--- config.mk ---
export PLATFORM = sky130hd
export DESIGN_NAME = vga_timing_gen
export DESIGN_NICKNAME = d
export VERILOG_FILES = /design/src/rtl/vga_timing_gen.sv
export SDC_FILE = /design/constraint.sdc
export NUM_CORES = 1
export LEC_CHECK = 0
export ABC_AREA = 1
export ABC_CLOCK_PERIOD_IN_PS = 3900
export CAP_MARGIN = 10
export CELL_PAD_IN_SITES_DETAIL_PLACEMENT = 0
export CELL_PAD_IN_SITES_GLOBAL_PLACEMENT = 1
export CORE_ASPECT_RATIO = 0.75
export CORE_MARGIN = 2
export CORE_UTILIZATION = 46
export DETAILED_ROUTE_END_ITERATION = 10
export DONT_BUFFER_PORTS = 1
export GPL_ROUTABILITY_DRIVEN = 0
export PLACE_DENSITY = 0.79
export SYNTH_ARGS = -nofsm -noshare
export SYNTH_HDL_FRONTEND = slang
export SYNTH_SLANG_ARGS = --single-unit
--- constraint.sdc ---
create_clock -name clk -period 3.9 [get_ports clk]
set_clock_uncertainty 0.2 [all_clocks]
set_input_delay 0.195 -clock clk [delete_from_list [all_inputs] [get_ports clk]]
set_output_delay 0.195 -clock clk [all_outputs]
set_load 0.05 [all_outputs]
--- src/rtl/vga_timing_gen.sv ---
// Purpose: 640x480@60 VGA sync generator; requests each visible pixel's colour one pixel ahead.
// Latency: CLK_DIV clks from the req edge to rgb/hsync/vsync for that pixel.
// Backpressure: none; free-running raster, the pixel generator must answer every req in time.
module vga_timing_gen #(
    parameter int CLK_DIV   = 2,
    parameter int H_VISIBLE = 640,
    parameter int H_FRONT   = 16,
    parameter int H_SYNC    = 96,
    parameter int H_BACK    = 48,
    parameter int V_VISIBLE = 480,
    parameter int V_FRONT   = 10,
    parameter int V_SYNC    = 2,
    parameter int V_BACK    = 33
) (
    input  logic       clk,
    input  logic       rst,
    input  logic [7:0] next_color,
    output logic       req,
    output logic [9:0] col,
    output logic [9:0] row,
    output logic       frame_start,
    output logic       hsync,
    output logic       vsync,
    output logic [7:0] rgb
);

    localparam int H_TOTAL = H_VISIBLE + H_FRONT + H_SYNC + H_BACK;
    localparam int V_TOTAL = V_VISIBLE + V_FRONT + V_SYNC + V_BACK;
    localparam int DIV_W   = (CLK_DIV > 1) ? $clog2(CLK_DIV) : 1;

    localparam logic [DIV_W-1:0] DIV_LAST = DIV_W'(CLK_DIV - 1);
    localparam logic [9:0] H_LAST   = 10'(H_TOTAL - 1);
    localparam logic [9:0] V_LAST   = 10'(V_TOTAL - 1);
    localparam logic [9:0] H_VIS    = 10'(H_VISIBLE);
    localparam logic [9:0] V_VIS    = 10'(V_VISIBLE);
    localparam logic [9:0] HS_START = 10'(H_VISIBLE + H_FRONT);
    localparam logic [9:0] HS_END   = 10'(H_VISIBLE + H_FRONT + H_SYNC);
    localparam logic [9:0] VS_START = 10'(V_VISIBLE + V_FRONT);
    localparam logic [9:0] VS_END   = 10'(V_VISIBLE + V_FRONT + V_SYNC);

    logic [DIV_W-1:0] div;
    logic             tick;
    logic [9:0]       hcount;
    logic [9:0]       vcount;
    logic [9:0]       nh;
    logic [9:0]       nv;

    // Pixel-rate divider: tick marks the last system clock of each pixel period.
    always_ff @(posedge clk or posedge rst) begin
        if (rst) begin
            div <= '0;
        end else if (div == DIV_LAST) begin
            div <= '0;
        end else begin
            div <= div + 1'b1;
        end
    end

    assign tick = (div == DIV_LAST);

    // Position the counters will take on the next tick, with line and frame wrap applied.
    always_comb begin
        nh = hcount + 10'd1;
        nv = vcount;
        if (hcount == H_LAST) begin
            nh = '0;
            nv = (vcount == V_LAST) ? 10'd0 : vcount + 10'd1;
        end
    end

    // Raster counters; reset parks them on the last pixel so the first tick lands on (0,0).
    always_ff @(posedge clk or posedge rst) begin
        if (rst) begin
            hcount <= H_LAST;
            vcount <= V_LAST;
        end else if (tick) begin
            hcount <= nh;
            vcount <= nv;
        end
    end

    // Request for the upcoming pixel is issued one pixel period before it is shown.
    assign col         = nh;
    assign row         = nv;
    assign req         = tick & ~rst & (nh < H_VIS) & (nv < V_VIS);
    assign frame_start = tick & ~rst & (nh == 10'd0) & (nv == 10'd0);

    // Output stage: syncs and blanked colour all describe the pixel the counters hold now.
    always_ff @(posedge clk or posedge rst) begin
        if (rst) begin
            hsync <= 1'b1;
            vsync <= 1'b1;
            rgb   <= '0;
        end else if (tick) begin
            rgb   <= ((hcount < H_VIS) && (vcount < V_VIS)) ? next_color : 8'd0;
            hsync <= ~((hcount >= HS_START) && (hcount < HS_END));
            vsync <= ~((vcount >= VS_START) && (vcount < VS_END));
        end
    end

endmodule

==> results of run 1 <==
worst max path at each step:
| stage | from | depth (start not counted) | slack (ps) | to |
|---|---|---|---|---|
| CTS | hcount[0] | 12 | 640 | frame_start |
| finish | hcount[0] | 12 | 660 | frame_start |
| global route | hcount[0] | 11 | 480 | req |
| global placement | hcount[0] | 12 | 1000 | frame_start |
| floorplan | hcount[0] | 10 | 1010 | req |
| detailed placement | hcount[0] | 12 | 960 | frame_start |
logic make-up (layout without fill, tap and decap cells):
logic type	Yosys count	in the layout	synth area share, %
buffers and inverters	53	66	10.7
and+or+nand+nor	172	172	38.5
AOI/OAI and AO/OA	36	36	8.99
xor gates and xnor gates	2	2	0.839
adders and majority gates	5	5	3.00
DFF	31	31	37.9
flip-flops by register name (all words and copies together) (netlist names):
name    cells
hcount     10
hsync       1
vsync       1
div         1
rgb         8
vcount     10
cells in the final DEF (no fill, tap or decap):
cell type,synthesis,routed
nand2_1,87,87
clkbuf_8,0,5
a21oi_1,1,1
ha_1,5,5
o21bai_1,1,1
clkinvlp_4,0,2
a31oi_1,1,1
dfstp_2,12,12
nand4_1,8,8
nand3b_1,1,1
dfrtp_1,19,19
inv_1,37,37
nand3_2,7,7
o21ai_1,2,2
nand3_1,19,19
nor3_1,2,2
clkinv_2,0,1
o21ai_0,30,30
dlygate4sd3_1,0,9
nor2_1,26,26
buf_4,0,7
o21ai_2,1,1
xor2_1,2,2
nand2_2,12,12
inv_2,5,5
nor4_1,1,1
nor2_2,7,7
nor2_4,2,2
what timing repair did:
action                                  in CTS  in global routing
hold endpoints to repair                    17                  0
hold buffers                                 9                  0
endpoints found under the setup margin       0                  0
per-stage QoR:
stage,cell area (um^2),util [%]
floorplan,2090,-
global placement,2140,48.6
detailed placement,2140,48.6
CTS,2320,52.6
global route,2320,52.6
finish,2320,52.6
routing by layer:
layer  track usage [%]  part of all wire (%)  up-vias
met5                 0                     0        -
met4              4.38                  0.47        0
met3              5.38                   6.3        2
met2              30.3                    39       56
met1              35.9                    54      820
li1                  -                     -      964
power groups by stage:
stage               logic (mW)  registers (mW)  clock network (mW)
floorplan               0.0108           0.349                   0
global placement        0.0152           0.350                   0
detailed placement      0.0158           0.350                   0
CTS                     0.0227           0.344               0.267
global route            0.0249           0.345               0.282
finish                  0.0223           0.344               0.256
final cells by class:
class                           count  area share [%]
Clock buffer                        5            2.96
Tap cell                           57            3.07
Multi-Input combinational cell    215            46.1
Sequential cell                    31            34.0
Timing Repair Buffer               16            6.14
Clock inverter                      3           0.862
Inverter                           42            6.79
critical path, cell delays in order, from the launching register on:
cell and delay [ps]:
dfstp_2 400, ha_1 230, nand3_2 130, inv_2 80, nand3_2 260, nand2_1 90, nor2_1 820, nor2_1 110
nand2_1 110, nor2_1 40, nand2_1 80, nor2_2 30, buf_4 180
==> results.toml, run 1 <==
[timing]
tightest_slew_ps = 1060
max_freq_ghz = 0.308
finalWorstSetupSlack_ps = 655
fin_crit_ps = 3240
grt_setup_unrepaired = "false"
relSlewSlack_pct = 29.0
hold_ws_ps = 216
maxSlewViolCount = 0
final.setup.tns_ps = 0
finalHoldViolCount = 0
finalCritPeriodShare_pct = 83.2
finalSetupViolations = 0

[worst_setup_path]
path_class = "flop to primary output"
required_ps = 3500
crit_path_max_fanout = 11
reg2regPathDepth = 8
r2r-start = "hcount[0]"
reg2reg_to = "hcount[5]"
worstPathArrival_ps = 2850
worst_setup_path_start_kind = "flop"
r2r_slack_ps = 1410
end_kind = "primary output"

[floorplan]
chipWidth_um = 81.8
die_y_um = 62.3
die_area_mm2 = 0.00510
coreArea_mm2 = 0.00441
num_io_pins = 42
initial_core_util_pct = 47.3
rows = 21

[layout]
antennaDiodeCount = 0
multi_input_area_mm2 = 0.00107
final-instance-count-excl-fill = 369
drive_above_1_share_pct = 19.6
syn2layout_area_growth_pct = 11.3
final_nets = 326
seqCellArea_um2 = 791
final.fill_count = 451

[cts]
ctsResizeCount = 0
clk_latency_ps = 280
root_buffer = "clkbuf_8"
cts_max_level = 2
cts_tree = "done"
clkTransAtPathRegs_ps = 70
post_cts_buffers = 0
clock_path_buffers = 2
clkSinkCount = 31
cts_buffers = 5

[power_and_ir_drop]
power_density_mw_per_mm2 = 268
p_sw_share_pct = 26.2
power.share.combinational_pct = 3.6
p_seq_share_pct = 55.3
power_mw = 0.623
p_leak_nw = 1.11
p_sw_mw = 0.163
max-vdd-ir-drop_uv = 226
clkPwrFrac_pct = 41.1
intPower_mw = 0.460

[route]
vias = 1842
first_pass_iters = 4
wl_um = 5110
initialDrtViolationCount = 92
viasPerCell = 4.99
antenna_left = 0
drcViolationCount = 0
wire_per_inst_um = 13.8

[synthesis]
yosys-top-cells-area = "dfrtp_1 (23%), nand2_1 (16%), dfstp_2 (15%), o21ai_0 (7.2%), inv_1 (6.7%)"
synth_top_area_cell = "dfrtp_1"
async_reset_ff_share_pct = 100
ys.flop_type = "dfrtp_1"
ys_types = 28
synth_fp_nets = 314
ys_warn_count = 0
synth-edff-count = 0
syn-cell-area_mm2 = 0.00209
ys_seq_area_share_pct = 37.9
yosysMostFrequentCell = "nand2_1"
synthTopCellsByCount = "nand2_1 (87), inv_1 (37), o21ai_0 (30), nor2_1 (26)"
synth_top_area_share_pct = 22.8
synthesis.instances = 299
synth.avg_cell_area_um2 = 6.98
ys_ff_latch = 31

[placement]
dp_hpwl_um = 3780
placedCellCount = 352
port_buffers = 0
dp_slack_ps = 961

[global_routing]
grt_first_pass_wirelength_um = 8780
antenna_found_initial = 0
grt.overflow.total = 0
grt_max_degree = 34
grtUsageTotal_pct = 22.4
grt_pass1_vias = 1729

[worst_hold_path]
worstHoldPathType = "input port to asynchronous set/reset pin"

[flow_run]
drv_cap = 0

[run_status]
status = "finished, final reports clean"
Power figures use the tool's default switching activity.
==> run 2: changes to the inputs <==
--- a/config.mk
+++ b/config.mk
@@ -5,8 +5,8 @@
 export SDC_FILE = /design/constraint.sdc
 export NUM_CORES = 1
 export LEC_CHECK = 0
-export ABC_AREA = 1
-export ABC_CLOCK_PERIOD_IN_PS = 3900
+export ABC_AREA = 0
+export ABC_CLOCK_PERIOD_IN_PS = 3000
 export CAP_MARGIN = 10
 export CELL_PAD_IN_SITES_DETAIL_PLACEMENT = 0
 export CELL_PAD_IN_SITES_GLOBAL_PLACEMENT = 1
@@ -16,7 +16,7 @@
 export DETAILED_ROUTE_END_ITERATION = 10
 export DONT_BUFFER_PORTS = 1
 export GPL_ROUTABILITY_DRIVEN = 0
-export PLACE_DENSITY = 0.79
+export PLACE_DENSITY = 0.75
 export SYNTH_ARGS = -nofsm -noshare
 export SYNTH_HDL_FRONTEND = slang
 export SYNTH_SLANG_ARGS = --single-unit
==> constraint.sdc (replaced) <==
create_clock -name clk -period 3 [get_ports clk]
set_clock_uncertainty 0.2 [all_clocks]
set_input_delay 0.15 -clock clk [delete_from_list [all_inputs] [get_ports clk]]
set_output_delay 0.15 -clock clk [all_outputs]
set_load 0.05 [all_outputs]
==> results.toml, run 2 <==
[synthesis]
ys_types = 47
ys_warn_count = 0
synth.avg_cell_area_um2 = 9.14
synthTopCellsByCount = "nand2_1 (21), dfrtp_1 (19), nor2_1 (18), inv_1 (13), o21ai_0 (13)"
yosys-top-cells-area = "dfrtp_1 (24%), dfstp_2 (16%), xnor2_1 (4.8%), a22o_1 (3.9%), nand2_1 (3.9%)"
ys_seq_area_share_pct = 39.5
ys_ff_latch = 31
syn-cell-area_mm2 = 0.00200
ys.flop_type = "dfrtp_1"
yosysMostFrequentCell = "nand2_1"
synth_fp_nets = 234
synthesis.instances = 219
synth_top_area_share_pct = 23.8
synth_top_area_cell = "dfrtp_1"
async_reset_ff_share_pct = 100
synth-edff-count = 0

[route]
drcViolationCount = 0
wl_um = 4990
antenna_left = 0
initialDrtViolationCount = 83
vias = 1752
first_pass_iters = 4
viasPerCell = 5.63
wire_per_inst_um = 16.0

[layout]
drive_above_1_share_pct = 32.4
antennaDiodeCount = 0
final_cell_mix = "buf_4 (30), nand2_1 (21), dfrtp_1 (19)"
fin_area_mm2 = 0.00260
reg_top3 = "hcount (10), vcount (10), rgb (8)"
final_common_cell = "buf_4"
final_util_pct = 63.3
syn2layout_area_growth_pct = 29.8
final_nets = 270

[power_and_ir_drop]
p_sw_mw = 0.213
intPower_mw = 0.685
power_density_mw_per_mm2 = 346
p_seq_share_pct = 49.9
max-vdd-ir-drop_uv = 254
p_leak_nw = 1.16
power.share.combinational_pct = 3.3
clkPwrFrac_pct = 46.8
p_sw_share_pct = 23.7

[floorplan]
rows = 20
num_io_pins = 42
chipWidth_um = 80.2
initial_core_util_pct = 48.8
die_area_mm2 = 0.00490
coreArea_mm2 = 0.00410
die_y_um = 61.1

[timing]
finalHoldViolCount = 0
grt_setup_unrepaired = "true"
tightest_slew_ps = 784
relSlewSlack_pct = 47.6
finalWorstSetupSlack_ps = -132
fin_crit_ps = 3130
finalSetupViolations = 2
maxSlewViolCount = 0
finalCritPeriodShare_pct = 104
max_freq_ghz = 0.319

[global_routing]
grt_max_degree = 32
grtUsageTotal_pct = 22.0
grt_first_pass_wirelength_um = 8130
grt.overflow.total = 0
antenna_found_initial = 0
grt_pass1_vias = 1667

[worst_setup_path]
required_ps = 2650
critPathSlowestCell = "dfstp_2"
worst_setup_path_start_kind = "flop"
slowest_delay_ps = 530
crit_top_cell = "nor4_4"
crit_path_max_fanout = 4
end_kind = "primary output"
setup.worst_path.start = "hcount[4]"
worstPathArrival_ps = 2780
r2r-start = "hcount[4]"
path_class = "flop to primary output"
crit_chain = "or4b_4, buf_4, nor4_4, nand3_2, xnor2_4, nand4b_1, nor4_4, buf_12"

[cts]
root_buffer = "clkbuf_8"
cts_max_level = 2
clkTransAtPathRegs_ps = 70
clk_latency_ps = 290
clock_path_buffers = 2
cts_tree = "done"
cts_buffers = 5
clkSinkCount = 31

[worst_hold_path]
worstHoldPathType = "input port to asynchronous set/reset pin"

[placement]
dpl_cell_area_mm2 = 0.00227
port_buffers = 0
dp_hpwl_um = 3500

[flow_run]
drv_cap = 0

[run_status]
violations = "negative setup slack"
status = "complete, but fails checks"
## run 2: cell count changes after synthesis, moves of 7 or more
cell,delta
xor2_1,+7
nand2_2,-12
a21oi_1,+8
nand2_1,-66
nand3_2,-7
nand3_1,-10
a22o_1,+9
nor2_1,-8
o21ai_0,-17
inv_1,-24
xnor2_1,+11
nor2_2,-7
## run 2: repair_timing
item                                    in CTS  in global routing
endpoints found under the setup margin       2                  2
setup buffers                                4                  1
resized for setup                            6                 11
pin swaps                                    3                  5
hold buffers                                 9                  0
hold endpoints to repair                    31                  0
## run 2: final timing paths
check / endpoint / slack [ps] / cells after the start
max: frame_start / -130 / 8
min: rgb[5] / 260 / 3
max reg2reg: vcount[3] / 430 / 8
min reg2reg: vcount[9] / 350 / 2
max in group asynchronous: hcount[9] / 2010 / 3
min in group clk: rgb[0] / 330 / 2
## run 2: stage by stage
stage	power, mW	instances	setup WS, ps	hold WS [ps]	setup TNS [ps]
3_3_place_gp	0.475	289	229	3.40	0
6_report	0.898	311	-132	261	-171
2_1_floorplan	0.469	219	-322	53.3	-420
4_1_cts	0.911	310	-41.9	243	-41.9
5_1_grt	0.927	311	-193	298	-363
3_5_place_dp	0.476	289	183	15.5	0
## run 2: cell families (layout without fill, tap and decap cells)
logic type | Yosys count | in the layout | synth area share, %
and+or+nand+nor | 84 | 84 | 23.8
AOI/OAI and AO/OA | 44 | 44 | 14.4
DFF | 31 | 31 | 39.5
buffers and inverters | 28 | 65 | 6.50
xor gates and xnor gates | 20 | 20 | 8.76
muxes | 7 | 7 | 3.88
adders and majority gates | 5 | 5 | 3.13
## run 2: per-layer routing
metal	GRT usage [%]	share of wire, %	vias to the layer above
li1	-	-	846
met1	31.0	48	851
met2	33.6	44	48
met3	5.72	6.1	7
met4	6.78	1.1	0
met5	0	0	-
## run 2: power by group through the flow
stage | registers, mW | logic (mW) | clock network (mW)
2_1_floorplan | 0.454 | 0.0148 | 0
3_3_place_gp | 0.455 | 0.0204 | 0
3_5_place_dp | 0.455 | 0.0212 | 0
4_1_cts | 0.448 | 0.0299 | 0.433
5_1_grt | 0.448 | 0.0336 | 0.446
6_report | 0.448 | 0.0301 | 0.420
## run 2: layout make-up
class	instances	area (um^2)
Clock buffer	5	68.8
Clock inverter	3	43.8
Fill cell	357	1510
Inverter	14	52.6
Multi-Input combinational cell	160	1200
Sequential cell	31	791
Tap cell	55	68.8
Timing Repair Buffer	43	369
## run 2: critical path: cells and delay by family (launching register included)
kind	cells	cell delay, ps
simple gates	5	1430
flops	1	530
buf+inv	2	350
xor+xnor	1	190
